### src/rtl/glitch_filter.sv
// glitch_filter: two-flop synchronizer plus persistence filter for a
// hazard-prone asynchronous level. The clean output changes only after the
// synchronized input has disagreed with it for STABLE_CYCLES consecutive
// clocks, and a one-cycle rise/fall pulse marks each accepted change.
// Optional feature macro: GLITCH_CNT_EN builds the saturating counter of
// rejected transitions and its clr_cnt clear; without it glitch_cnt reads 0.
module glitch_filter #(
    parameter int unsigned STABLE_CYCLES = 4,
    parameter int unsigned CNT_W         = 8,
    parameter logic        RESET_VAL     = 1'b0
) (
    input  logic             clk,
    input  logic             rst_n,
    input  logic             din,
    input  logic             clr_cnt,
    output logic             dout,
    output logic             rise,
    output logic             fall,
    output logic [CNT_W-1:0] glitch_cnt
);

    localparam int unsigned    RUN_W      = $clog2(STABLE_CYCLES + 1);
    localparam logic [RUN_W:0] STABLE_EXT = (RUN_W + 1)'(STABLE_CYCLES);
    localparam logic [RUN_W:0] ONE_EXT    = (RUN_W + 1)'(1);

    typedef enum logic {
        IDLE = 1'b0,
        PEND = 1'b1
    } state_e;

    logic             s1_q, s2_q;
    state_e           state_q, state_d;
    logic [RUN_W-1:0] run_q, run_d;
    logic             dout_q, dout_d;
    logic             rise_q, rise_d;
    logic             fall_q, fall_d;
    logic             mismatch;
    logic             commit;
    logic             reject;

    // Two-flop synchronizer; the filter only ever looks at s2_q.
    always_ff @(posedge clk or negedge rst_n) begin
        if (!rst_n) begin
            s1_q <= RESET_VAL;
            s2_q <= RESET_VAL;
        end else begin
            s1_q <= din;
            s2_q <= s1_q;
        end
    end

    // State register: filter state, run length, clean level and edge pulses.
    always_ff @(posedge clk or negedge rst_n) begin
        if (!rst_n) begin
            state_q <= IDLE;
            run_q   <= '0;
            dout_q  <= RESET_VAL;
            rise_q  <= 1'b0;
            fall_q  <= 1'b0;
        end else begin
            state_q <= state_d;
            run_q   <= run_d;
            dout_q  <= dout_d;
            rise_q  <= rise_d;
            fall_q  <= fall_d;
        end
    end

    // Next-state: count consecutive mismatches, commit on the last one,
    // reject (and return to IDLE) as soon as the input agrees again.
    always_comb begin
        state_d  = state_q;
        run_d    = run_q;
        dout_d   = dout_q;
        rise_d   = 1'b0;
        fall_d   = 1'b0;
        commit   = 1'b0;
        reject   = 1'b0;
        mismatch = (s2_q != dout_q);

        unique case (state_q)
            IDLE: begin
                if (mismatch) begin
                    if (STABLE_CYCLES == 1) begin
                        commit = 1'b1;
                    end else begin
                        run_d   = RUN_W'(1);
                        state_d = PEND;
                    end
                end
            end
            PEND: begin
                if (mismatch) begin
                    if (({1'b0, run_q} + ONE_EXT) == STABLE_EXT) begin
                        commit = 1'b1;
                    end else begin
                        run_d = run_q + RUN_W'(1);
                    end
                end else begin
                    reject  = 1'b1;
                    run_d   = '0;
                    state_d = IDLE;
                end
            end
            default: begin
                run_d   = '0;
                state_d = IDLE;
            end
        endcase

        if (commit) begin
            dout_d  = s2_q;
            run_d   = '0;
            state_d = IDLE;
            rise_d  = s2_q;
            fall_d  = ~s2_q;
        end
    end

`ifdef GLITCH_CNT_EN
    localparam logic [CNT_W-1:0] CNT_MAX = '1;

    logic [CNT_W-1:0] cnt_q, cnt_d;

    // Glitch counter next value: clear wins over a same-cycle rejection.
    always_comb begin
        cnt_d = cnt_q;
        if (clr_cnt) begin
            cnt_d = '0;
        end else if (reject && (cnt_q != CNT_MAX)) begin
            cnt_d = cnt_q + CNT_W'(1);
        end
    end

    // Glitch counter register.
    always_ff @(posedge clk or negedge rst_n) begin
        if (!rst_n) begin
            cnt_q <= '0;
        end else begin
            cnt_q <= cnt_d;
        end
    end
`else
    logic [1:0] unused_cnt_inputs;
    assign unused_cnt_inputs = {clr_cnt, reject};
`endif

    // Outputs come straight from registers.
    always_comb begin
        dout = dout_q;
        rise = rise_q;
        fall = fall_q;
`ifdef GLITCH_CNT_EN
        glitch_cnt = cnt_q;
`else
        glitch_cnt = '0;
`endif
    end

endmodule

### config.mk
export PLATFORM = sky130hd
export DESIGN_NAME = glitch_filter
export DESIGN_NICKNAME = d
export VERILOG_FILES = /design/src/rtl/glitch_filter.sv
export SDC_FILE = /design/constraint.sdc
export NUM_CORES = 1
export LEC_CHECK = 0
export ABC_AREA = 1
export CORE_MARGIN = 4
export CORE_UTILIZATION = 30
export DETAILED_ROUTE_END_ITERATION = 6
export PLACE_DENSITY = 0.54
export SYNTH_ARGS = -nofsm -noshare
export SYNTH_HDL_FRONTEND = slang
export SYNTH_SLANG_ARGS = --single-unit
### constraint.sdc
create_clock -name clk -period 1.32 [get_ports clk]
set_input_delay 0.198 -clock clk [delete_from_list [all_inputs] [get_ports clk]]
set_output_delay 0.198 -clock clk [all_outputs]
set_load 0.005 [all_outputs]
# After elaboration in Yosys (flattened, before gate mapping)
# Index checks and enable logic that the tools add are counted.
# totals
regBits	9
input_bits	4
output_inout_bits	11
# op_classes
n_addsub	2
n_eq_ne	4
n_mux	12
bitwise	2
n_reduce_logical	1
# ops
operator	n
$mux 3	4
$mux 1	7
$pmux 3 s2	1
$add 3x1->4 const B	1
$eq 4x3->1 const B	1
$ne 4x4->1 const B	1
$add 3x1->3 const B	1
$ne 3x3->1 const B	1
$not 1->1	2
$reduce_and 2->1	1
$ne 1x1->1	1

# Logic depth before layout (Yosys ltp)
# Gate-level depths: netlist of run 1.
# logic_depth
ltp_word	7
depth_mapped	7
mapped_depth_nobuf	7

# Worst setup path before layout of run 1
# OpenSTA, ideal clock, no wires.
# synth_timing
path_type	reg-to-reg
from	register run_q[0]
to	register run_q[1]
setup_ns	0.065
t_arrival_ns	0.916
slack_ns	0.339
path_stages_with_launch	7
path_cell_list	dfrtp_1 ha_1 inv_1 nor2_2 nand2_1 nand3b_1 nand2_1
# synth_between
elab_chain_cells	7
word_cells_on_any_way	13
cone_classes	add/sub: 2; eq/ne: 3; mux: 7; reduce/logical: 1
# synth_rtl
item	line_no	text
from (decl)	33	logic [RUN_W-1:0] run_q, run_d;
from (signal assigned)	62	run_q <= run_d;
$add 3x1->4	94	if (({1'b0, run_q} + ONE_EXT) == STABLE_EXT) begin
$eq 4x3->1	94	
$mux 1	94	
$mux 1	93	if (mismatch) begin
$mux 1	81	unique case (state_q)
$ne 4x4->1 (no line) or $ne 3x3->1 (tied branches)	--	
$reduce_and 2->1 (no line)	--	
# Parallel ways exist; a longest one is shown, timed or not. The select of a mux whose other input is x is not followed.
# A chain may end at the register's enable or synchronous reset.

# Worst setup path after layout of run 1
# layout_timing
from	register rise_q (netlist: rise)
to	output port rise
# layout_lines
item	line_no	text
from (decl)	35	logic rise_q, rise_d;
from (signal assigned)	64	rise_q <= rise_d;
to (decl)	17	output logic rise,
# No word-level cell between the ends.

==> out/qor.csv, run 1 <==
metric;value;unit
cp.required;1.12;ns
crit_path_max_fanout;1;
synth_top_family_by_area;buffers and inverters;
cp_top_family;buffers and inverters;
synthMuxAreaShare;0;
cap_violations;0;
detail-route-antenna-nets;0;
layout_commonest_cell;nand2_1;
yosysUniqueCellTypes;14;
fmax;794;MHz
dieArea;2060;um^2
cp.arrival;1.06;ns
start_util;0.319;
grt_usage;0.0729;
grt_pass1_vias;233;
status;finished clean;
cts_tree;done;
synth_xor_area_frac;0;
rows;13;
rsz0062_at_grt;false;
via_count;262;
setup-violations-final;0;
grt_max_degree;10;
stdcell_area;492;um^2
finalCritPeriodShare;0.954;
min_path_type;primary input to async pin;
slowest_stage;clkdlybuf4s50_1;
synth_top_area_frac;0.536;
port_buffers;5;
clock_path_buffers;2;
area_delta_synth_final;17.0;%
worst_r2r_startpoint;run_q[0]$_DFFE_PN0P_;
cp.buffers_inverters;1;
r2r_slack;0.26;ns
p_leak;0.274;nW
endpoint;rise;
place_hpwl;409;um
reg2reg_to;run_q[1]$_DFFE_PN0P_;
netlist_instances;46;
ys_seq_elements;9;
yosysSeqAreaShare;0.536;
ys_warn_count;0;
viasPerCell;3.74;
drt_iter0_markers;5;
cts_root_buffer;clkbuf_4;
coreArea;1320;um^2
skew;0.00478;ns
cpPeakStageDelay;0.49;ns
cts_buffers;3;
syn_area;420;um^2
finalSetupTns;0;ns
postCtsHoldBufs;0;
wirelength;555;um
end_kind;output port;
rr_worst_depth;6;
yosys-top-cells-area;dfrtp_1 (54%), buf_4 (14%), nand2_1 (9.8%);
worstSetupPathDepth;1;
drtPass1Iterations;4;
drive_gt1_frac;0.127;
placed_area;455;um^2
finalHoldViolCount;0;
cp_cell_sequence;clkdlybuf4s50_1;
antenna_found_initial;0;
final_nets;61;
avgSynthCellArea;9.14;um^2
htreeDepth;1;
maxSlewViolCount;0;
die_h;45.4;um
critPathLaunchType;flip-flop;
grt_pass1_wl;910;um
grt-ovfl-total;0;
gp_congestion;0.714;
synth-compound-area-share;0.0357;
avgRoutedWirePerCell;7.93;um
pwr_density_cell;1760;nW/um^2
ios;15;
layout_common_cells;nand2_1 (11), dfrtp_1 (9), conb_1 (8), inv_1 (6), clkdlybuf4s50_1 (4);
vdd_drop_max;0.634;mV
cts.sinks;9;
finalCriticalPeriod;1.26;ns
route.detailed.drc;0;
synth_fa_ha_area_frac;0.0298;
yosysTopAreaCell;dfrtp_1;
fp.dieW;45.4;um
synth_simple_gate_area_frac;0.193;
diodes;0;
crit_type;flip-flop to output port;
startpoint;rise$_DFF_PN0_;
clk_pin_slew;0.06;ns
insertion_delay;0.26;ns
[report_power, final]
part           switching, mW  leakage [nW]  internal, mW  total [mW]
Sequential            0.0457         0.114         0.341       0.387
Clock                 0.0935        0.0150         0.116       0.210
Combinational          0.142         0.145         0.127       0.269
Total                  0.282         0.274         0.584       0.866
[per-stage QoR]
stage | instances | util | power, mW | hold WS, ns | worst slack [ns]
finish | 70 | 0.373 | 0.866 | 0.230 | 0.0601
detailed placement | 65 | 0.346 | 0.649 | 0.338 | 0.246
global route | 70 | 0.373 | 0.952 | 0.245 | 0.0244
CTS | 70 | 0.371 | 0.887 | 0.233 | 0.00522
floorplan | 53 | - | 0.584 | -0.0976 | 0.339
global placement | 65 | 0.346 | 0.648 | 0.333 | 0.247
[flip-flops by register name, indices dropped and copies added, names as in the netlist]
signal / cells
run_q: 3
dout: 1
fall: 1
rise: 1
s1_q: 1
s2_q: 1
state_q: 1
[cell usage after synthesis]
cell type  number
a21oi_1         1
buf_4           8
conb_1          1
dfrtp_1         9
ha_1            1
inv_1           6
nand2_1        11
nand2_2         1
nand3b_1        1
nand4_1         1
nor2_1          2
nor2_2          2
o21ai_0         1
o21ai_1         1
[how the worst min path moves through the flow]
| stage | cells past startpoint | from | endpoint |
|---|---|---|---|
| 2_1_floorplan | 0 | rst_n | dout$_DFFE_PN0P_ |
| 3_5_place_dp | 0 | s1_q$_DFF_PN0_ | s2_q$_DFF_PN0_ |
| 5_1_grt | 1 | rst_n | fall$_DFF_PN0_ |
| 3_3_place_gp | 0 | s1_q$_DFF_PN0_ | s2_q$_DFF_PN0_ |
| 6_report | 1 | rst_n | state_q$_DFF_PN0_ |
| 4_1_cts | 1 | rst_n | run_q[2]$_DFFE_PN0P_ |
[kinds of logic after synthesis]
family          after synthesis
flops                         9
buf+inv                      14
compound gates                3
fa+ha+maj                     1
simple gates                 18
other cells                   1
[per-layer routing]
metal	GRT usage	vias up	share of wire
met5	0	-	0
met4	0.0877	0	0.016
met3	0.0474	2	0.085
met2	0.0864	8	0.44
met1	0.0769	110	0.46
li1	-	142	-
[what timing repair did]
item / in CTS / in global routing
buffers inserted: 1 / 0
gates resized for setup: 0 / 1
pin swaps: 0 / 0
cloned: 0 / 0
setup endpoints to repair: 1 / 1
[area by class of cell]
cell class | count | area (um^2)
fill | 144 | 826
sequential | 9 | 225
multi-input combinational | 30 | 139
timing repair buffer | 6 | 60.1
clock buffer | 4 | 26.3
inverter | 6 | 22.5
tap | 15 | 18.8
Note: power is estimated with default switching activity, not from simulation.
==> inputs of run 2 (changes only) <==
Settings changed: GPL_TIMING_DRIVEN set to 0.
==> out/qor.csv, run 2 (synthesis results as in run 1) <==
metric;value;unit
status;finished clean;
rsz0062_at_grt;false;
slowest_stage;clkdlybuf4s50_1;
grt_usage;0.0713;
sequentialPowerShare;0.439;
die_h;45.4;um
cp.required;1.12;ns
vdd_drop_max;0.616;mV
ios;15;
grt_max_degree;10;
p_comb_frac;0.329;
cpPeakStageDelay;0.49;ns
cp.arrival;1.05;ns
fmax;798;MHz
detail-route-antenna-nets;0;
swShare;0.322;
route.detailed.drc;0;
cts.sinks;9;
avgRoutedWirePerCell;7.28;um
port_buffers;5;
finalCriticalPeriod;1.25;ns
clock_path_buffers;2;
crit_path_max_fanout;1;
cts_root_buffer;clkbuf_4;
fin_ws;0.0674;ns
antenna_found_initial;0;
stdcell_area;552;um^2
finalHoldViolCount;0;
cts_buffers;3;
skew;0.00131;ns
finalSetupTns;0;ns
viasPerCell;3.65;
regMostFlops;run_q;
drtPass1Iterations;2;
critPathLaunchType;flip-flop;
fill_cells;145;
end_kind;output port;
layout_commonest_cell;nand2_1;
postCtsHoldBufs;0;
insertion_delay;0.25;ns
total_power;0.884;mW
clkPwrFrac;0.233;
finalCritPeriodShare;0.949;
cts_tree;done;
place_ws;0.240;ns
grt_pass1_vias;245;
diodes;0;
clk_pin_slew;0.06;ns
layout_common_cells;nand2_1 (11), buf_4 (9), dfrtp_1 (9), conb_1 (8), inv_1 (6);
cp.buffers_inverters;1;
setup-violations-final;0;
p_leak;0.318;nW
coreArea;1320;um^2
maxSlewViolCount;0;
grt_pass1_wl;959;um
via_count;285;
crit_type;flip-flop to output port;
cp_cell_sequence;clkdlybuf4s50_1;
wirelength;568;um
cap_violations;0;
internal-power;0.599;mW
dieArea;2060;um^2
fp.dieW;45.4;um
drive_gt1_frac;0.238;
htreeDepth;1;
cp_top_family;buffers and inverters;
grt-ovfl-total;0;
rows;13;
pwr_density_cell;1600;nW/um^2
largest_register_ffs;3;
min_path_type;primary input to async pin;
gp_congestion;0.710;
netSwitchingPower;0.285;mW
drt_iter0_markers;1;
start_util;0.319;
area_delta_synth_final;31.3;%
placed_area;515;um^2
final_nets;69;
-- run 2: final cells by class --
type | count | area (um^2) | area share
flip-flops and latches | 9 | 225 | 0.408
multi-input cells | 30 | 139 | 0.252
repair buffers | 6 | 60.1 | 0.109
plain buffers | 8 | 60.1 | 0.109
clock buffers | 4 | 26.3 | 0.0476
inverters | 6 | 22.5 | 0.0408
well taps | 15 | 18.8 | 0.0340
-- run 2: power by group through the flow --
stage / clock (mW) / sequential (mW) / combinational [mW]
final: 0.206 / 0.388 / 0.290
after detailed placement: 0 / 0.402 / 0.268
after CTS: 0.219 / 0.389 / 0.298
after global placement: 0 / 0.400 / 0.264
after global routing: 0.228 / 0.398 / 0.346
after floorplan: 0 / 0.393 / 0.191
-- run 2: routing by layer --
metal	global-route usage	routed length, um
met1	0.0844	251
met2	0.0891	251
met3	0.0237	56
met4	0.0877	9
met5	0	0
-- run 2: final timing paths --
kind | startpoint | end | slack (ns) | depth (start not counted)
worst min register to register | s1_q$_DFF_PN0_ | s2_q$_DFF_PN0_ | 0.35 | 0
worst max-delay path | fall$_DFF_PN0_ | fall | 0.07 | 1
min in group clk | s1_q$_DFF_PN0_ | s2_q$_DFF_PN0_ | 0.35 | 0
max in group asynchronous | rst_n | dout$_DFFE_PN0P_ | 0.81 | 1
worst min-delay path | rst_n | state_q$_DFF_PN0_ | 0.23 | 1
worst max register to register | run_q[0]$_DFFE_PN0P_ | run_q[1]$_DFFE_PN0P_ | 0.25 | 6
-- run 2: timing repair --
action	CTS	global route
gates resized for setup	0	1
endpoints found under the hold margin	0	0
setup buffers	1	0
setup endpoints to repair	1	1
-- run 2: stage by stage --
stage               hold WS, ns  instances  utilization
CTS                       0.240         78        0.417
floorplan               -0.0976         53            -
detailed placement        0.338         73        0.391
global route              0.257         78        0.419
finish                    0.235         78        0.419
global placement          0.333         73        0.391
